**config.mk**
```make
export PLATFORM = sky130hd
export DESIGN_NAME = rf_multiport
export DESIGN_NICKNAME = d
export VERILOG_FILES = /design/src/rtl/rf_multiport.sv
export SDC_FILE = /design/constraint.sdc
export NUM_CORES = 1
export LEC_CHECK = 0
export CAP_MARGIN = 25
export CORE_MARGIN = 8
export CORE_UTILIZATION = 45
export DETAILED_ROUTE_END_ITERATION = 7
export SLEW_MARGIN = 20
export SYNTH_ARGS = -nofsm -noshare
export SYNTH_HDL_FRONTEND = slang
export SYNTH_SLANG_ARGS = --single-unit
```
**constraint.sdc**
```tcl
create_clock -name clk -period 6.4 [get_ports clk]
set_input_delay 0.64 -clock clk [delete_from_list [all_inputs] [get_ports clk]]
set_output_delay 0.64 -clock clk [all_outputs]
set_load 0.01 [all_outputs]
```
**src/rtl/rf_multiport.sv**
```systemverilog
// -----------------------------------------------------------------------------
// rf_multiport
//   2^ADDR_W x DATA_W general-purpose register file with NUM_RD combinational
//   read ports, one synchronous write port and a per-register pending-write
//   scoreboard. After reset a sweep FSM clears one entry per cycle so the
//   array has a single write port and can map onto RAM.
//
//   Optional feature macro: RF_BYPASS_EN
//     defined   -> a read of the register being written this cycle returns wd
//                  with rd_busy=0 (write-through bypass)
//     undefined -> reads see only the array and the registered busy bits
//
// Parameters
//   DATA_W  register width in bits
//   ADDR_W  register address width, depth = 2^ADDR_W
//   NUM_RD  number of read ports (>= 1)
//
// Ports
//   clk        clock, rising edge
//   reset      synchronous, active-high
//   rd_addr    read addresses, port k at [k*ADDR_W +: ADDR_W]
//   rd_data    read data,      port k at [k*DATA_W +: DATA_W]
//   rd_busy    per port: addressed register has a pending write
//   we/wa/wd   writeback write port
//   iss_valid  an instruction with destination iss_addr issues this cycle
//   iss_addr   destination register being issued
//   ready      clearing sweep complete, file usable
// -----------------------------------------------------------------------------
module rf_multiport #(
    parameter int unsigned DATA_W = 32,
    parameter int unsigned ADDR_W = 5,
    parameter int unsigned NUM_RD = 2
) (
    input  logic                     clk,
    input  logic                     reset,
    input  logic [NUM_RD*ADDR_W-1:0] rd_addr,
    output logic [NUM_RD*DATA_W-1:0] rd_data,
    output logic [NUM_RD-1:0]        rd_busy,
    input  logic                     we,
    input  logic [ADDR_W-1:0]        wa,
    input  logic [DATA_W-1:0]        wd,
    input  logic                     iss_valid,
    input  logic [ADDR_W-1:0]        iss_addr,
    output logic                     ready
);

    localparam int unsigned DEPTH = 1 << ADDR_W;

    typedef enum logic {
        CLEAR = 1'b0,
        READY = 1'b1
    } state_e;

    state_e              state_q;
    logic [ADDR_W:0]     cnt_q;
    logic                ready_q;

    logic [DATA_W-1:0]   mem_q [DEPTH];
    logic [DEPTH-1:0]    busy_q;
    logic [DEPTH-1:0]    busy_d;

    logic                mem_we;
    logic [ADDR_W-1:0]   mem_wa;
    logic [DATA_W-1:0]   mem_wd;

    logic [ADDR_W-1:0]   rd_a [NUM_RD];

    // ------------------------------------------------------------------
    // Sweep FSM: CLEAR walks cnt over every entry, then parks in READY.
    // ------------------------------------------------------------------
    always_ff @(posedge clk) begin
        if (reset) begin
            state_q <= CLEAR;
            cnt_q   <= '0;
            ready_q <= 1'b0;
        end else begin
            case (state_q)
                CLEAR: begin
                    cnt_q <= cnt_q + 1'b1;
                    if (cnt_q == (ADDR_W + 1)'(DEPTH - 1)) begin
                        state_q <= READY;
                        ready_q <= 1'b1;
                    end
                end
                READY: begin
                    state_q <= READY;
                    ready_q <= 1'b1;
                end
                default: begin
                    state_q <= CLEAR;
                    cnt_q   <= '0;
                    ready_q <= 1'b0;
                end
            endcase
        end
    end

    assign ready = ready_q;

    // ------------------------------------------------------------------
    // Single array write port shared by the sweep and writeback, so the
    // array needs no reset and no second port.
    // ------------------------------------------------------------------
    always_comb begin
        mem_we = 1'b0;
        mem_wa = wa;
        mem_wd = wd;
        if (!reset) begin
            if (state_q == CLEAR) begin
                mem_we = 1'b1;
                mem_wa = cnt_q[ADDR_W-1:0];
                mem_wd = '0;
            end else if (we && (wa != '0)) begin
                mem_we = 1'b1;
            end
        end
    end

    always_ff @(posedge clk) begin
        if (mem_we) begin
            mem_q[mem_wa] <= mem_wd;
        end
    end

    // ------------------------------------------------------------------
    // Scoreboard: issue sets, writeback clears, issue wins on a collision
    // because the written value belongs to the older producer.
    // ------------------------------------------------------------------
    always_comb begin
        busy_d = busy_q;
        if (state_q == READY) begin
            for (int unsigned r = 1; r < DEPTH; r++) begin
                if (iss_valid && (iss_addr == ADDR_W'(r))) begin
                    busy_d[r] = 1'b1;
                end else if (we && (wa == ADDR_W'(r))) begin
                    busy_d[r] = 1'b0;
                end
            end
        end
        busy_d[0] = 1'b0;
    end

    always_ff @(posedge clk) begin
        if (reset) begin
            busy_q <= '0;
        end else begin
            busy_q <= busy_d;
        end
    end

    // ------------------------------------------------------------------
    // Combinational read ports.
    // ------------------------------------------------------------------
    always_comb begin
        for (int unsigned k = 0; k < NUM_RD; k++) begin
            rd_a[k] = rd_addr[k*ADDR_W +: ADDR_W];
        end
    end

    always_comb begin
        rd_data = '0;
        rd_busy = '0;
        for (int unsigned k = 0; k < NUM_RD; k++) begin
            if ((state_q == READY) && (rd_a[k] != '0)) begin
                rd_data[k*DATA_W +: DATA_W] = mem_q[rd_a[k]];
                rd_busy[k]                  = busy_q[rd_a[k]];
`ifdef RF_BYPASS_EN
                if (we && (wa == rd_a[k])) begin
                    rd_data[k*DATA_W +: DATA_W] = wd;
                    rd_busy[k]                  = 1'b0;
                end
`endif
            end
        end
    end

endmodule

```
Yosys cells after proc, flatten, opt, wreduce, memory -nomap -nowiden
Memory sizes are Yosys's and may differ from the RTL's.
Index checks and enable logic that the tools add are counted.
- memories kept: 1
- RAM bits: 1024
- input port bits: 56
- logic and storage cells: 317
- flip-flop bits (word level): 40
- output and inout bits: 67
- memories (name ; words ; width ; read ports ; clocked after memory_dff ; write ports ; line ; text):
    mem_q ; 32 ; 32 ; 2 ; 0 ; 1 ; 58 ; logic [DATA_W-1:0] mem_q [DEPTH];
- $lt $le $gt $ge: 2
- eq/ne operators: 64
- multiplexer cells: 83
- add/sub/neg operators: 1
- bitwise logic cells: 1
- reductions and logical operators: 130
- operators with widths (operator ; number):
    $eq 5x5->1 const B ; 32
    $mux 32 ; 4
    $eq 5x4->1 const B ; 16
    $mux 1 ; 73
    $logic_and 1x1->1 ; 65
    $reduce_and 2->1 ; 31
    $reduce_bool 2->1 ; 31
    $eq 5x3->1 const B ; 8
    $eq 5x2->1 const B ; 4
    $reduce_bool 5->1 ; 3
    $lt 5x6->1 const B ; 2
    $bmux 1 s5 ; 2
    $eq 5x1->1 const B ; 2
    $mux 5 ; 2
    $add 6x1->6 const B ; 1
    $eq 6x5->1 const B ; 1
    $pmux 1 s2 ; 2
    $ne 2x2->1 const B ; 1
    $not 1->1 ; 1

Logic depth before layout (Yosys ltp)
- depth after elaboration: 7
- gate-level depth with buffers: 8
- depth with buffers taken out: 5

Least setup slack after synthesis
No wires, ideal clock.
- path kind: input to register
- start point: input reset
- end point: memory mem_q[0][0], enable pin
- stages on the path: 5
- library setup time: 0.421 ns
- buffers on the path: 1
- slack: 3.065 ns
- required time: 5.979 ns
- arrival: 2.914 ns
- path through: clkbuf_1 > nor4bb_1 > o31ai_1 > o32a_1 > nor2_1
- longest elaborated chain between the ends: 3
- elaborated cells on any way between the ends: 4
- those cells by class: 4 x mux
- ends and longest elaborated chain (item ; line ; text):
    from (decl) ; 35 ; input logic reset,
    $mux 1 ; 108 ; if (!reset) begin
    $mux 1 ; 120 ; if (mem_we) begin
    $mux 1 (implied by the code) ; 121 ; mem_q[mem_wa] <= mem_wd;
    to (decl) ; 58 ;
Parallel ways exist; a longest one is shown, timed or not.

Worst setup path in the final report
- start point: input rd_addr[3]
- end point: output rd_data[3]
- longest elaborated chain between the ends: 3
- elaborated cells on any way between the ends: 4
- those cells by class: 1 x mux; 2 x reduce/logical; 1 x memory
- ends and longest elaborated chain (item ; line ; text):
    from (decl) ; 36 ; input logic [NUM_RD*ADDR_W-1:0] rd_addr,
    parallel branches: the longest is 2 deep, another holds $mem_v2 32x32 ; -- ;
    $mux 32 (*) ; 164 ; if ((state_q == READY) && (rd_a[k] != '0)) begin
    to (decl) ; 37 ; output logic [NUM_RD*DATA_W-1:0] rd_data,
Mark *: on every way between the ends.

==> parameters.txt <==
Parameter                              Value

Status
  Result of the run    finished clean

Clocking
  Buffers inserted by post-CTS timing repair    0
  TritonCTS Buffers    between 100 and 150
  Clock sink total    1063
  CTS root buffer    sky130_fd_sc_hd__clkbuf_16
  Count of hold buffers inserted by post-cts repair    0
  Clock tree from TritonCTS    yes
  Clock latency reported for the late side of the worst-skew pair    0.70 ns
  Clock transition at the registers of the reported paths    0.05 ns
  Maximum level of the CTS H-tree    3
  Cts repair resizes    0
  Clk buf depth    3

Worst setup path
  Data arrival time of the worst path    between 4 and 5 ns
  Launching element type of the critical path    input port
  WS Path Type    input port to output port
  Highest net fanout along the worst path    26
  Kind of capture point of the worst setup path    output port
  Required @ worst endpoint    5.76 ns

Logic synthesis
  Commonest cells in the netlist    sky130_fd_sc_hd__edfxtp_1 (1024), sky130_fd_sc_hd__mux4_2 (461), sky130_fd_sc_hd__mux2i_1 (270)
  Number of enable-type register cells in the synthesized netlist    1024
  Cell with the most instances after synthesis    sky130_fd_sc_hd__edfxtp_1
  Unique masters post-synth    49
  Top_reg_cell synth    sky130_fd_sc_hd__edfxtp_1
  Syn avg cell area    19.3 um2
  Most area-consuming cells after synthesis    sky130_fd_sc_hd__edfxtp_1 (62%), sky130_fd_sc_hd__mux4_2 (21%), sky130_fd_sc_hd__mux2i_1 (5.5%)
  Post-synthesis sequential element count    1063
  Sequential fraction of the synthesis area    63.6%
  Top-area cell type share of the netlist area    between 60 and 70%
  Syn Inst Count    2564
  Cell type with the largest total area after synthesis    sky130_fd_sc_hd__edfxtp_1
  Post-synth design cell area    49600 um2
  Mapped Nets    2621
  Synth Warn #    0
  FFs w/ async S/R, synth    0%

Floorplanning
  Core footprint    109000 um2
  Vertical die dimension    roughly 350 um
  Full die area    121000 um2
  Cell row count    121
  Horizontal extent of the die    348 um
  I/O pins    roughly 120
  Starting Density    45.4%

Power
  Cell area power density    269 nW/um2
  Worst-case vdd ir drop    0.000223 V
  Static Leak    18.0 nW

STA
  Final worst clock skew    roughly 0.022 ns
  Number of max-slew violations in the final report    0
  Actual transition at the worst max-transition pin    1.25 ns
  Tmin final    5.13 ns
  Setup TNS    0 ns
  Unrepaired setup endpoints after global routing    no
  Period utilization    roughly 80%
  Setup-violating endpoint count in the final report    0
  Number of hold-slack violations in the final timing report    0
  Achievable clock frequency    195 MHz
  Max-slew headroom at the worst pin    16.9%

Place
  HPWL after detailed placement    90.2 mm
  RePlAce Congestion    0.804
  Post-place instance area    52800 um2
  PortBufs    122

Global route
  Pin count of the biggest net entering global routing    142
  Remaining global-route overflow    0
  Number of antenna violations at the first check in global routing    5
  Tot GR Track Use    24.9%
  Number of global-route vias before repair    29.8k
  Global-route wire length before repair    220 mm

Finish
  Layout area overhead    14.3%
  Post-layout net count    2755
  Summed area of non-filler cells in the final layout    56700 um2
  Share of layout cells above drive strength 1    29.1%

Detailed routing
  Residual antenna-violating net count after detailed routing    0
  Iter 0 DRT Violations    3394
  Pre-antenna DRT Iters    5
  Residual DRC    0
  Routed vias/inst    6.70
  Wire length reported by the detailed router    153 mm
  Average wire per standard cell    35.8 um
  Via Count    28.6k

Run
  Max_cap viols    0

Min path
  Tightest Hold Check Type    flip-flop to flip-flop
## logic make-up (layout without fill, tap and decap cells)
kind of cell,count (synthesis),after routing,synth area share [%]
xor gates and xnor gates,5,5,0.0883
buffers and inverters,210,440,2.26
AOI/OAI and AO/OA,368,368,5.72
adders and majority gates,1,1,0.0252
and+or+nand+nor,185,185,1.90
other,0,2,0
DFF,1063,1063,63.6
muxes,732,732,26.4
## final timing paths
| kind | from | to | slack, ns | cells after the start |
|---|---|---|---|---|
| min | ready$_SDFFE_PP0P_ | ready$_SDFFE_PP0P_ | 0.45 | 2 |
| min reg2reg | ready$_SDFFE_PP0P_ | ready$_SDFFE_PP0P_ | 0.45 | 2 |
| max reg2reg | state_q$_SDFF_PP0_ | mem_q[19][14]$_DFFE_PP_ | 2.81 | 6 |
| max | rd_addr[3] | rd_data[3] | 1.27 | 7 |
## layer usage
layer,part of all wire [%],vias to the layer above,track usage [%]
li1,-,11400,-
met1,39,15400,33.7
met3,9.1,296,5.59
met2,48,1469,40.2
met4,3.6,2,8.43
met5,0.0046,-,0
## worst max-delay path, cell delays in order
cell,delay [ns]
sky130_fd_sc_hd__clkdlybuf4s50_1,0.71
sky130_fd_sc_hd__or3_2,1.00
sky130_fd_sc_hd__buf_4,0.43
sky130_fd_sc_hd__o221ai_1,0.22
sky130_fd_sc_hd__a21oi_1,0.07
sky130_fd_sc_hd__a211oi_1,0.71
sky130_fd_sc_hd__clkdlybuf4s50_1,0.69
## sequential cells by signal, summed over array words and instances, names as in the netlist
register	cells
cnt_q	6
busy_q	31
mem_q	1024
ready	1
state_q	1
## stage by stage
stage / cells / utilization [%] / hold WS [ns] / power, mW / setup slack (ns)
after CTS: 4256 / 51.7 / 0.459 / 15.3 / 1.31
after global placement: 4036 / 48.2 / 0.455 / 8.98 / 1.36
after floorplan: 2564 / - / 0.460 / 8.63 / 3.07
after global routing: 4270 / 51.9 / 0.474 / 15.7 / 1.25
final: 4272 / 51.9 / 0.453 / 15.3 / 1.27
after detailed placement: 4046 / 48.4 / 0.450 / 9.01 / 1.31
## report_power, final
group          switching [mW]  internal, mW  total (mW)
Combinational           0.670         0.482        1.15
Sequential             0.0273          7.69        7.72
Clock                    2.72          3.67        6.39
Total                    3.42          11.8        15.3
## layout make-up
cell class / instances / area, um2
Antenna cell: 2 / 5.00
Clock buffer: 136 / 2900
Clock inverter: 74 / 674
Fill cell: 8563 / 52500
Inverter: 2 / 7.51
Multi-Input combinational cell: 1291 / 17200
Sequential cell: 1063 / 31500
Tap cell: 1476 / 1850
Timing Repair Buffer: 228 / 2460
## cell usage in the layout, fill, tap and decap left out, drive strengths merged, types with 34 or more instances in the layout
cell type	Yosys	routed
mux4	461	461
clkdlybuf4s50	0	115
clkinv	0	54
clkbuf	83	136
o221ai	66	66
buf	125	113
a21oi	65	65
dfxtp	39	39
nand2	44	44
mux2i	270	270
and2	34	34
o21ai	35	35
nor2	48	48
edfxtp	1024	1024
No activity file was read; power rests on OpenSTA's default activity.
